--- src/rtl/norm_unit.sv ---
// Leading-zero / redundant-sign normalizer with an IDLE/SHIFT/DONE sequencer.
// Optional build macro NORM_EARLY_DONE_EN: exit SHIFT as soon as the value is normalized.
//
// state | meaning
// ------+-------------------------------------------------------------
// IDLE  | waiting for Start
// SHIFT | shifting the working value left one bit per cycle (Busy)
// DONE  | result registered, Done pulses; Start may chain a new op

module norm_unit (
  input  logic        clk,
  input  logic        rst,
  input  logic [15:0] Norm_In,
  input  logic        Mode,
  input  logic        Start,
  output logic        Busy,
  output logic        Done,
  output logic [15:0] Norm_Out,
  output logic [3:0]  Norm_Cnt
);

  typedef enum logic [1:0] {IDLE, SHIFT, DONE} state_t;

  state_t      state, state_nxt;
  logic [15:0] work_q, work_nxt;
  logic [3:0]  cnt_q, cnt_nxt;
  logic        mode_q, mode_nxt;
  logic [15:0] res_q;
  logic [3:0]  res_cnt_q;
  logic        accept, normed, step, exit_shift, load_res;

  assign accept = Start && ((state == IDLE) || (state == DONE));
  assign normed = mode_q ? (work_q[15] ^ work_q[14]) : work_q[15];
  assign step   = !normed && (cnt_q != 4'd15);

`ifdef NORM_EARLY_DONE_EN
  assign exit_shift = !step;
`else
  // Fixed-latency build: a down-counter gives exactly 16 SHIFT cycles.
  logic [3:0] tmr_q;

  always_ff @(posedge clk) begin
    if (rst)
      tmr_q <= 4'd0;
    else if (accept)
      tmr_q <= 4'd15;
    else if ((state == SHIFT) && (tmr_q != 4'd0))
      tmr_q <= tmr_q - 4'd1;
  end

  assign exit_shift = (tmr_q == 4'd0);
`endif

  always_comb begin
    state_nxt = state;
    work_nxt  = work_q;
    cnt_nxt   = cnt_q;
    mode_nxt  = mode_q;
    load_res  = 1'b0;
    case (state)
      IDLE, DONE: begin
        if (state == DONE) state_nxt = IDLE;
        if (Start) begin
          state_nxt = SHIFT;
          work_nxt  = Norm_In;
          mode_nxt  = Mode;
          cnt_nxt   = 4'd0;
        end
      end
      SHIFT: begin
        if (step) begin
          work_nxt = {work_q[14:0], 1'b0};
          cnt_nxt  = cnt_q + 4'd1;
        end
        if (exit_shift) begin
          state_nxt = DONE;
          load_res  = 1'b1;
        end
      end
      default: state_nxt = IDLE;
    endcase
  end

  always_ff @(posedge clk) begin
    if (rst) begin
      state     <= IDLE;
      work_q    <= 16'h0000;
      cnt_q     <= 4'd0;
      mode_q    <= 1'b0;
      res_q     <= 16'h0000;
      res_cnt_q <= 4'd0;
    end else begin
      state  <= state_nxt;
      work_q <= work_nxt;
      cnt_q  <= cnt_nxt;
      mode_q <= mode_nxt;
      if (load_res) begin
        res_q     <= work_nxt;
        res_cnt_q <= cnt_nxt;
      end
    end
  end

  assign Busy     = (state == SHIFT);
  assign Done     = (state == DONE);
  assign Norm_Out = res_q;
  assign Norm_Cnt = res_cnt_q;

endmodule

--- config.mk ---
export PLATFORM = sky130hd
export DESIGN_NAME = norm_unit
export DESIGN_NICKNAME = d
export VERILOG_FILES = /design/src/rtl/norm_unit.sv
export SDC_FILE = /design/constraint.sdc
export NUM_CORES = 1
export LEC_CHECK = 0
export ABC_CLOCK_PERIOD_IN_PS = 2500
export CORE_ASPECT_RATIO = 1.1
export CORE_MARGIN = 2
export CORE_UTILIZATION = 25
export DETAILED_ROUTE_END_ITERATION = 8
export SLEW_MARGIN = 5
export SYNTH_ARGS = -nofsm -noshare
export SYNTH_HDL_FRONTEND = slang
export SYNTH_SLANG_ARGS = --single-unit
--- constraint.sdc ---
create_clock -name clk -period 2.5 [get_ports clk]
set_input_delay 0.5 -clock clk [delete_from_list [all_inputs] [get_ports clk]]
set_output_delay 0.5 -clock clk [all_outputs]
set_load 0.1 [all_outputs]
==> flow_metrics.py <==
metrics = {
    "timing": {
        "rsz0062_at_grt": "false",
        "min_period_ns": 2.03,
        "finalCritPeriodShare_pct": 81.0,
        "final_hold_viol_count": 0,
        "finalMaxSlewViolations": 0,
        "clock.fmax_mhz": 494,
        "tightest_slew_ns": 0.769,
        "slew_headroom_pct": 48.7,
        "clock_skew_ns": 0.00762,
        "setup_tns_ns": 0,
        "worst_slack_ns": 0.474,
        "finalSetupViolations": 0,
    },
    "drt": {
        "ant_nets": 0,
        "drt_iter0_drc": 86,
        "routed_wirelength_um": 4420,
        "drc": 0,
        "viasPerCell": 4.63,
        "vias": 1662,
        "avgRoutedWirePerCell_um": 12.3,
        "drt_first_pass_iters": 4,
    },
    "clocking": {
        "clk_pin_slew_ns": 0.08,
        "numCtsBuffers": 5,
        "cts-root-buf": "clkbuf_8",
        "cts_max_level": 2,
        "cts_resized": 0,
        "hold_buffers": 0,
        "cts_sinks": 47,
        "clockBufferDepth": 2,
        "cts_tree": "done",
        "clkLatencyLatePin_ns": 0.29,
        "post-cts-setup-buffer-count": 0,
    },
    "place": {
        "place_congestion": 0.840,
        "placed_area_sq_mm": 0.00245,
        "pre_cts_ws_ns": 0.133,
        "dp.final_hpwl_um": 3270,
        "port_buffers": 41,
    },
    "yosys": {
        "synth_flop_cell": "dfxtp_1",
        "synthDistinctLibCells": 44,
        "synthMuxAreaShare_pct": 2.11,
        "synthCells": 214,
        "async_flop_share_pct": 0,
        "ys_seq_elements": 47,
        "synth_compound_area_share_pct": 22.9,
        "synthXorXnorAreaFrac_pct": 1.34,
        "syn_nets": 236,
        "yosysWarnings": 0,
        "syn_area_sq_mm": 0.00196,
        "postSynthAreaPerCell_sq_um": 9.14,
        "synth_top_family_by_area": "compound AO/OA/AOI/OAI gates",
        "synthSimpleGateAreaFrac_pct": 19.6,
        "synth-adder-area-share_pct": 1.28,
        "synth_seq_area_share_pct": 48.1,
        "synth_edf_count": 0,
    },
    "power": {
        "swShare_pct": 33.6,
        "power.share.combinational_pct": 26.3,
        "total_power_w": 0.00176,
        "internal_power_w": 0.00117,
        "clockPowerShare_pct": 25.9,
        "p_leak_nw": 0.925,
        "p_sw_w": 0.000592,
        "seq_power_share_pct": 47.8,
        "power_density_mw_per_mm2": 696,
        "peakVddDrop_mv": 0.386,
    },
    "setup_path": {
        "cp-end-kind": "register",
        "critPathArrivalTime_ns": 2.24,
        "required_ns": 2.71,
        "reg2reg_to": "Norm_Out[13]",
        "rr_startpoint": "cnt_q[0]",
        "reg2regPathDepth": 5,
        "worstPathMaxFanout": 16,
        "critPathLaunchType": "primary input",
        "rrSetupSlack_ns": 0.49,
        "path_class": "primary input to register",
    },
    "grt": {
        "grt_use_total_pct": 11.0,
        "grt_max_degree": 25,
        "antenna_found_initial": 0,
        "grt_pass1_wl_um": 7540,
        "grt_pass1_vias": 1661,
        "overflow": 0,
    },
    "die": {
        "die_width_um": 88.4,
        "die_area_sq_mm": 0.00855,
        "core_area_sq_mm": 0.00751,
        "start_util_pct": 26.0,
        "num_rows": 33,
        "ioPinCount": 42,
        "fp.dieH_um": 96.8,
    },
    "layout": {
        "layout.nets": 276,
        "syn_to_final_growth_pct": 29.5,
        "drive_gt1_share_pct": 17.3,
        "design_area_sq_mm": 0.00253,
        "antennaDiodeCount": 0,
        "fill_cells": 829,
        "post-route-util_pct": 33.7,
    },
    "hold_path": {
        "hold_depth": 2,
        "worstHoldPathType": "register to register",
        "holdPathEnd": "Norm_Out[0]",
        "hp-start": "Norm_Out[0]",
    },
    "run": {
        "drv_cap": 0,
    },
    "status": {
        "status": "completed",
    },
}
power by group through the flow:
stage | clock [W] | combinational (W) | sequential, W
global route | 0.000507 | 0.000500 | 0.000852
finish | 0.000457 | 0.000463 | 0.000843
global placement | 0 | 0.000465 | 0.000860
detailed placement | 0 | 0.000469 | 0.000861
CTS | 0.000474 | 0.000470 | 0.000844
floorplan | 0 | 0.000205 | 0.000998
metrics by stage:
| step | hold slack, ns | cells |
|---|---|---|
| global route | 0.506 | 359 |
| CTS | 0.467 | 359 |
| detailed placement | 0.455 | 352 |
| global placement | 0.456 | 352 |
| finish | 0.463 | 359 |
| floorplan | 0.470 | 214 |
synth_stat cells (all sizes together) (2+ instances only):
library cell / instances / area, sq um
dfxtp: 47 / 941
nor2: 28 / 113
a21oi: 25 / 125
nand2: 20 / 75.1
a211oi: 18 / 140
a22oi: 13 / 97.6
clkbuf: 9 / 33.8
buf: 7 / 47.5
nor4: 4 / 40.0
inv: 3 / 11.3
mux2i: 3 / 30.0
nand3: 3 / 15.0
and4b: 2 / 20.0
ha: 2 / 25.0
nand2b: 2 / 12.5
nand3b: 2 / 15.0
nor2b: 2 / 12.5
xnor2: 2 / 17.5
critical path, stage by stage:
cell and delay (ns):
clkdlybuf4s50_1 0.44, nor2b_1 0.19, a41oi_2 0.64, a22oi_1 0.21
a211oi_1 0.25
layout make-up:
class	instances	area, sq um	area share [%]
Sequential cell	47	941	37.1
Multi-Input combinational cell	148	923	36.4
Clock inverter	1	5.00	0.197
Inverter	3	11.3	0.444
Timing Repair Buffer	49	440	17.4
Clock buffer	6	82.6	3.26
Tap cell	105	131	5.18
how the worst max path moves through the flow:
stage               slack, ns  cells past startpoint           end      from
global placement         0.14                      5   Norm_Out[4]     Start
detailed placement       0.13                      5   Norm_Out[8]     Start
CTS                      0.44                      5   Norm_Out[8]     Start
global route             0.24                      5  Norm_Out[13]  cnt_q[0]
finish                   0.47                      5  Norm_Out[13]     Start
floorplan                0.30                      7  Norm_Out[10]  state[1]
registers in the layout (all words and copies together), names as in the netlist:
signal	cells
Norm_Out	16
Norm_Cnt	4
state	2
mode_q	1
tmr_q	4
cnt_q	4
work_q	16
metal layers:
metal	GRT usage, %	share of wire [%]
met1	12.8	45
met2	18.9	51
met3	2.99	3.0
met4	3.73	2.0
met5	0	0
cells by family (layout without fill, tap and decap cells):
kind of cell | after synthesis | after routing
AO/OA/AOI/OAI | 65 | 65
AND/OR/NAND/NOR | 74 | 74
adder cells (fa/ha/maj) | 2 | 2
buffers and inverters | 19 | 59
multiplexers | 4 | 4
flip-flops | 47 | 47
XOR/XNOR | 3 | 3
cell usage in the layout (no fill, tap or decap), types with 3 or more instances in the layout:
cell	Yosys	layout
nor2_1	27	27
clkdlybuf4s50_1	0	19
a211oi_1	17	17
nor4_1	3	3
inv_1	3	3
dfxtp_1	47	47
mux2i_1	3	3
a22oi_1	13	13
buf_4	0	28
nand3_1	3	3
nand2_1	20	20
clkbuf_8	0	6
a21oi_1	25	25
Power figures use the tool's default switching activity.
